## src/rtl/tick_to_level_if.sv

```systemverilog
// Request/response bundle for the tick-to-level pulse stretcher.
interface tick_to_level_if #(
  parameter int CNT_W = 16
);
  logic             tick;
  logic [CNT_W-1:0] len;
  logic             retrig;
  logic             level;
  logic             busy;
  logic             dropped;

  modport master (
    output tick, len, retrig,
    input  level, busy, dropped
  );

  modport slave (
    input  tick, len, retrig,
    output level, busy, dropped
  );
endinterface

```

## src/rtl/tick_to_level.sv

```systemverilog
// Stretches a single-cycle tick into a level of programmable length, followed by
// an optional forced-low holdoff window. Ignored ticks are flagged on dropped.
//
// state | meaning
// IDLE  | waiting for a tick; level low, not busy
// HIGH  | output pulse active; cnt holds remaining high cycles minus one
// GAP   | holdoff after a pulse; level low, busy, ticks ignored
module tick_to_level #(
  parameter int CNT_W   = 16,
  parameter int HOLDOFF = 4
) (
  input  logic        CLK,
  input  logic        reset,
  tick_to_level_if.slave bus
);

  typedef enum logic [1:0] {
    IDLE = 2'b00,
    HIGH = 2'b01,
    GAP  = 2'b10
  } state_t;

  localparam int               GAP_N    = (HOLDOFF > 0) ? HOLDOFF - 1 : 0;
  localparam logic [CNT_W-1:0] GAP_LOAD = GAP_N[CNT_W-1:0];

  state_t           state, state_n;
  logic [CNT_W-1:0] cnt, cnt_n;
  logic             drop_n;
  logic             level_q, busy_q, dropped_q;
  logic             len_ok;

  assign len_ok = (bus.len != '0);

  always_ff @(posedge CLK) begin
    if (reset) begin
      state     <= IDLE;
      cnt       <= '0;
      level_q   <= 1'b0;
      busy_q    <= 1'b0;
      dropped_q <= 1'b0;
    end else begin
      state     <= state_n;
      cnt       <= cnt_n;
      level_q   <= (state_n == HIGH);
      busy_q    <= (state_n != IDLE);
      dropped_q <= drop_n;
    end
  end

  always_comb begin
    state_n = state;
    cnt_n   = cnt;
    drop_n  = 1'b0;
    case (state)
      IDLE: begin
        if (bus.tick) begin
          if (len_ok) begin
            state_n = HIGH;
            cnt_n   = bus.len - CNT_W'(1);
          end else begin
            drop_n = 1'b1;
          end
        end
      end
      HIGH: begin
        // An accepted retrigger wins over the terminal count, so a tick in the
        // last high cycle still extends the pulse.
        if (bus.tick && bus.retrig && len_ok) begin
          cnt_n = bus.len - CNT_W'(1);
        end else begin
          drop_n = bus.tick;
          if (cnt == '0) begin
            if (HOLDOFF > 0) begin
              state_n = GAP;
              cnt_n   = GAP_LOAD;
            end else begin
              state_n = IDLE;
              cnt_n   = '0;
            end
          end else begin
            cnt_n = cnt - CNT_W'(1);
          end
        end
      end
      GAP: begin
        drop_n = bus.tick;
        if (cnt == '0) begin
          state_n = IDLE;
        end else begin
          cnt_n = cnt - CNT_W'(1);
        end
      end
      default: begin
        state_n = IDLE;
        cnt_n   = '0;
      end
    endcase
  end

  assign bus.level   = level_q;
  assign bus.busy    = busy_q;
  assign bus.dropped = dropped_q;

endmodule
```

## src/flat_wrapper.sv

```systemverilog
// flat-port wrapper written by rule: the top's interface ports become plain ports
module tick_to_level_flat 
#(
  parameter int CNT_W   = 16,
  parameter int HOLDOFF = 4
)
  (CLK, reset, bus_tick, bus_len, bus_retrig, bus_level, bus_busy, bus_dropped);
  tick_to_level_if #(.CNT_W(CNT_W)) bus_i ();
  input  logic CLK;
  input  logic reset;
  input wire logic [$bits(bus_i.tick)-1:0] bus_tick;
  input wire logic [$bits(bus_i.len)-1:0] bus_len;
  input wire logic [$bits(bus_i.retrig)-1:0] bus_retrig;
  output wire logic [$bits(bus_i.level)-1:0] bus_level;
  output wire logic [$bits(bus_i.busy)-1:0] bus_busy;
  output wire logic [$bits(bus_i.dropped)-1:0] bus_dropped;
  assign bus_i.tick = bus_tick;
  assign bus_i.len = bus_len;
  assign bus_i.retrig = bus_retrig;
  assign bus_level = bus_i.level;
  assign bus_busy = bus_i.busy;
  assign bus_dropped = bus_i.dropped;
  tick_to_level #(.CNT_W(CNT_W), .HOLDOFF(HOLDOFF)) u_core (.CLK(CLK), .reset(reset), .bus(bus_i));
endmodule
```

## config.mk

```make
export PLATFORM = sky130hd
export DESIGN_NAME = tick_to_level_flat
export DESIGN_NICKNAME = d
export VERILOG_FILES = /design/src/rtl/tick_to_level_if.sv /design/src/rtl/tick_to_level.sv /design/src/flat_wrapper.sv
export SDC_FILE = /design/constraint.sdc
export NUM_CORES = 1
export LEC_CHECK = 0
export ABC_CLOCK_PERIOD_IN_PS = 2600
export BUFFER_PORTS_ARGS = -buffer_cell sky130_fd_sc_hd__buf_2
export CORE_ASPECT_RATIO = 1.1
export CORE_MARGIN = 2
export CORE_UTILIZATION = 41
export DETAILED_ROUTE_END_ITERATION = 12
export SLEW_MARGIN = 20
export SYNTH_ARGS = -nofsm -noshare
export SYNTH_HDL_FRONTEND = slang
export SYNTH_SLANG_ARGS = --single-unit
```

## constraint.sdc

```tcl
create_clock -name CLK -period 2.6 [get_ports CLK]
set_input_delay 0.52 -clock CLK [delete_from_list [all_inputs] [get_ports CLK]]
set_output_delay 0.52 -clock CLK [all_outputs]
set_load 0.1 [all_outputs]
```

* Word level (Yosys, flattened, before mapping)
Cells that the tools add are included.
** Storage, ports and cells
- Bits in writable memories :: 0
- Bits of input ports :: 20
- Latch bits :: 0
- Register bits :: 21
- Memory bits (read-only) :: 0
- Memories :: 0
** Operators by class
- Divide/modulo/power cells :: 0
- $lt $le $gt $ge :: 0
- Add/subtract/negate cells :: 2
- Multiply operators :: 0
- Bitwise gates (word level) :: 0
- Equality and inequality tests :: 6
- Multiplexer cells :: 16
- Shift-type cells :: 0
- Reductions and logical operators :: 7
** Operator list (count)
- $mux W16 :: 5
- $pmux W16 S3 :: 1
- $sub A16 B1 Y16 const B :: 2
- $logic_not A16 Y1 :: 1
- $reduce_bool A16 Y1 :: 1
- $mux W2 :: 5
- $pmux W2 S3 :: 1
- $eq A2 B1 Y1 const B :: 2
- $ne A2 B2 Y1 const B :: 2
- $mux W1 :: 3
- $pmux W1 S3 :: 1
- $reduce_and A3 Y1 :: 1
- $eq A2 B2 Y1 const B :: 1
- $logic_and A1 B1 Y1 :: 2
- $logic_not A2 Y1 :: 1
- $ne A2 B1 Y1 const B :: 1
- $reduce_bool A2 Y1 :: 1

* Longest topological paths before layout
- Depth in word-level cells :: 5
- Mapped depth :: 9
- Gate-level depth less buffers :: 9

* Worst setup path after synthesis
OpenSTA, ideal clock, no wires.
- Path kind :: input port to flip-flop
- Start :: input bus_len[0]
- End :: register u_core.cnt[10]
- Library setup time :: 0.122 ns
- Data required time :: 2.478 ns
- Path buffers :: 0
- Setup slack :: 0.391 ns
- Cell stages on the path :: 8
- Arrival time :: 2.088 ns
- Path through :: inv_1 -> ha_1 -> nor3b_2 -> nand4_1 -> a41oi_2 -> o21a_4 -> inv_2 -> a221o_1
** On the way
- Cells in the longest elaborated chain, start to end :: 4
- Elaborated cells on any way between the ends :: 9
- Those cells by class :: add/sub (1); eq/ne (1); mux (4); reduce/logical (3)
** RTL lines
- start, declared :: line flat_wrapper.sv:12 : input wire logic [$bits(bus_i.len)-1:0] bus_len;
- $sub A16 B1 Y16 / $reduce_bool A16 Y1 (equally long branches) :: line tick_to_level.sv:59, tick_to_level.sv:69, tick_to_level.sv:32
- $mux W16 / $logic_and A1 B1 Y1 (equally long branches) :: line tick_to_level.sv:57, tick_to_level.sv:68
- $mux W16, on equally long branches :: line tick_to_level.sv:56, tick_to_level.sv:68
- $pmux W16 S3 :: line tick_to_level.sv:54 : case (state)
- end signal, assigned :: line tick_to_level.sv:43 : cnt <= cnt_n;
- end, declared :: line tick_to_level.sv:27 : logic [CNT_W-1:0] cnt, cnt_n;
Several ways; a longest one is shown, not always the timed one. The select of a mux whose other input is x is not followed.
A chain may end at the register's enable or synchronous reset.

* Final worst setup path
- Start :: register u_core.cnt[0]
- End :: register u_core.cnt[8]
** On the way
- Cells in the longest elaborated chain, start to end :: 4
- Elaborated cells on any way between the ends :: 8
- Those cells by class :: add/sub (1); eq/ne (1); mux (4); reduce/logical (2)
** RTL lines
- $sub A16 B1 Y16 / $logic_not A16 Y1 (equally long branches)
- $mux W16 :: line tick_to_level.sv:72 : if (cnt == '0) begin
- $mux W16 :: line tick_to_level.sv:68 : if (bus.tick && bus.retrig && len_ok) begin
- $pmux W16 S3 :: line tick_to_level.sv:54
Several ways; a longest one is shown, not always the timed one. The select of a mux whose other input is x is not followed.

==> results by group <==
CTS
  – CTS tree: yes
  – Worst skew pair latency: around 0.27 ns
  – Max clock buf depth: 2
  – Worst-path clk slew: roughly 0.08 ns
  – Root buf cell: clkbuf_8
  – PostCTS Resize Cnt: 0
  – Clock Sinks: 21
  – CTS Buf Count: 3
  – Setup repair bufs after CTS: 0
  – Hold-fix buffers, CTS: 0
  – Number of H-tree levels: 1

Power and ir drop
  – Leak Pwr: 0.755 nW
  – Reg power frac: about 38%
  – Maximum vdd drop: roughly 0.17 mV
  – Clock Power Share: 19.9%
  – Sw Ratio: slightly above 40%
  – Pint: a little under 0.7 mW
  – Comb pwr share: 42.6%
  – PwrDens: ~540 nW/um^2
  – NetSw: about 0.46 mW

Setup path
  – Worst path max stage delay: between 0.5 and 0.6 ns
  – Required @ worst endpoint: ~2.8 ns
  – Worst setup SP type: register
  – Worst path arrival time: roughly 2.4 ns
  – Kind of critical path: reg2reg
  – Reg-to-reg critical path startpoint: u_core.cnt[0]
  – Worst path cell trace: inv_1, ha_1, or3b_2, nor3_1, xnor2_1, o32ai_1, nor3_1, o21ai_1
  – Reg2reg path depth: 8
  – CP Max Fanout: 5
  – Critical Path Sink Type: register
  – R2R Path End: u_core.cnt[8]
  – CP dominant cell by count: nor3_1
  – Slowest-stage cell, CP: or3b_2
  – R2r setup slk: between 0.3 and 0.4 ns

Min path
  – Hold Path Cell Cnt: 2
  – Hold EP: u_core.cnt[15]
  – Hold path start: u_core.cnt[15]
  – Hold Path Class: reg2reg

STA
  – Slew HR: approximately 54%
  – Final setup fails: 0
  – Fmax: 449 MHz
  – RSZ-0062 raised after global routing: false
  – Fin crit period: around 2.2 ns
  – Period utilisation layout: a little under nine tenths
  – Setup TNS: 0 ns
  – Slew at the pin closest to its max-slew limit: slightly below 0.7 ns
  – Final Hold Fails: 0
  – Final Max Tran Viols: 0
  – Clock Skew: approximately 0.0064 ns

Layout
  – Fraction of layout cells with a size suffix above 1: 21.2%
  – Antenna cells: 0
  – Design area: 2120 sq um
  – NumNets Final: around 280
  – Area grow syn2layout: 13.3%

GRT
  – Vias in the first global route: ~1600
  – Total GRT Usage: 21.1%
  – Gr ovfl total: 0
  – Initial antenna violation count: 0
  – First-pass GRT wire length: slightly above 8000 um
  – Pin count of the biggest net entering global routing: 20

Route
  – DRT Pass-1 Iters: 5
  – Residual DRC count: 0
  – Initial DRC count: about 130
  – Remaining antenna violation count: 0
  – Vias per cell: 5.98
  – Drt wl/cell: 15.9 um
  – Total number of vias: approximately 1900
  – Routed WL: between 4000 and 5000 um

Floorplan
  – Core area: around 4300 sq um
  – Die area: between 5000 and 6000 sq um
  – I/O pin count: 23
  – Num rows: 25
  – Die X: between 60 and 70 um
  – Initial cell density of the core: a little over two fifths
  – Die height: 74.8 um

Flow run
  – Total of max-cap violations: 0

Outcome
  – Status: finished clean

Synthesis
  – Syn avg cell area: just under 8 sq um
  – Post-Syn Instances: 236
  – EDFF count, synth: 0
  – Distinct cells, synth: 58
  – Syn nets: approximately 260
  – Top FF cell, synth: dfxtp_1
  – Post-synth ARST share: 0%
  – Yosys Warn Count: 0
  – Yosys reg bits: 21
  – Synthesized area: between 1500 and 2000 sq um
  – Sequential fraction of the synthesis area: a little under a quarter

Placement
  – # port buffers: 22
  – Placed cell areas: approximately 2100 sq um
  – GP Congestion: 0.886
  – Hpwl dp: between 3000 and 4000 um
==> power groups by stage <==
stage	combinational (mW)	clock (mW)	sequential, mW
6_report	0.483	0.225	0.426
5_1_grt	0.526	0.243	0.433
4_1_cts	0.476	0.226	0.425
3_5_place_dp	0.471	0	0.432
3_3_place_gp	0.476	0	0.432
2_1_floorplan	0.334	0	0.436
==> worst max-delay path, delay by kind of cell (launching register included) <==
family / cells / cell delay [ns]
and+or+nand+nor: 3 / 0.96
DFF: 1 / 0.35
adders and majority gates: 1 / 0.25
AOI/OAI and AO/OA: 2 / 0.23
xor gates and xnor gates: 1 / 0.21
buffers and inverters: 1 / 0.11
==> registers in the layout (all words and copies together), names as in the netlist <==
register and count:
u_core.bus.busy 1, u_core.bus.dropped 1, u_core.cnt 16, u_core.bus.level 1
u_core.state 2
==> metal layers <==
layer	vias up	routed length [um]	global-route usage [%]
li1	952	-	-
met1	841	2330	29.6
met2	71	2260	32.9
met3	9	289	2.39
met4	0	108	8.67
met5	-	0	0
==> worst max-delay path by stage <==
stage	start	endpoint	slack [ns]	cells after the start
CTS	u_core.cnt[0]	u_core.cnt[8]	0.36	8
global placement	bus_len[0]	u_core.cnt[6]	0.16	9
global route	u_core.cnt[0]	u_core.cnt[8]	0.16	8
finish	u_core.cnt[0]	u_core.cnt[8]	0.37	8
detailed placement	bus_len[0]	u_core.cnt[9]	0.13	9
floorplan	bus_len[0]	u_core.cnt[10]	0.39	8
==> synthesized netlist by cell type, drive strengths merged, types with 2 or more instances <==
cell / n / area [sq um]
o211a: 2 / 20.0
nor4: 13 / 145
nor2: 16 / 60.1
a22o: 2 / 17.5
ha: 2 / 25.0
xor2: 8 / 70.1
or2: 2 / 12.5
o21a: 2 / 22.5
a21oi: 11 / 58.8
a221o: 3 / 30.0
buf: 6 / 35.0
and3: 3 / 18.8
and2: 2 / 12.5
o31ai: 2 / 15.0
a31oi: 2 / 12.5
o22ai: 12 / 81.3
nand4: 3 / 25.0
a221oi: 3 / 32.5
o32ai: 2 / 17.5
or4: 5 / 37.5
nand3: 8 / 40.0
o21ai: 15 / 78.8
clkbuf: 7 / 26.3
a22oi: 3 / 22.5
inv: 10 / 37.5
xnor2: 16 / 140
dfxtp: 21 / 420
nand2b: 2 / 12.5
nor3b: 2 / 25.0
nor2b: 2 / 12.5
nor3: 17 / 85.1
or3b: 2 / 17.5
nand2: 11 / 41.3
o22a: 3 / 26.3
or3: 5 / 31.3
==> cell families (layout without fill, tap and decap cells) <==
| logic type | after synthesis | in the layout | synth area share, % |
|---|---|---|---|
| AND/OR/NAND/NOR | 96 | 96 | 32.2 |
| AO/OA/AOI/OAI | 70 | 70 | 27.4 |
| XOR/XNOR | 24 | 24 | 11.3 |
| buffers and inverters | 23 | 46 | 5.29 |
| flip-flops | 21 | 21 | 22.5 |
| adder cells (fa/ha/maj) | 2 | 2 | 1.34 |
==> per-stage QoR <==
step / total power, mW / hold WS [ns] / std cells / utilization, % / setup slack (ns)
4_1_cts: 1.13 / 0.494 / 313 / 48.7 / 0.361
6_report: 1.13 / 0.497 / 313 / 48.7 / 0.371
3_5_place_dp: 0.903 / 0.483 / 309 / 47.7 / 0.130
5_1_grt: 1.20 / 0.534 / 313 / 48.7 / 0.162
3_3_place_gp: 0.908 / 0.476 / 309 / 47.7 / 0.160
2_1_floorplan: 0.769 / 0.466 / 236 / - / 0.391
==> layout make-up <==
class	count	area, sq um
timing repair buffer	32	198
sequential	21	420
clock buffer	4	45.0
fill	410	2230
multi-input combinational	192	1350
inverter	10	37.5
tap	54	67.6
==> cell usage in the layout, fill, tap and decap left out, types with 3 or more instances in the layout <==
master,instances
nor4_1,7
nor4_4,3
dfxtp_1,21
nand2_1,11
nor4_2,3
nor2_1,16
buf_4,9
clkbuf_8,3
nand3_1,8
o22ai_1,11
xnor2_1,16
o21ai_0,5
a21oi_1,10
o21ai_1,9
and3_1,3
inv_1,9
or3_1,5
a22oi_1,3
buf_2,22
nor3_1,17
a221o_1,3
o22a_1,3
or4_1,5
xor2_1,8
(Power assumes the default switching activity.)
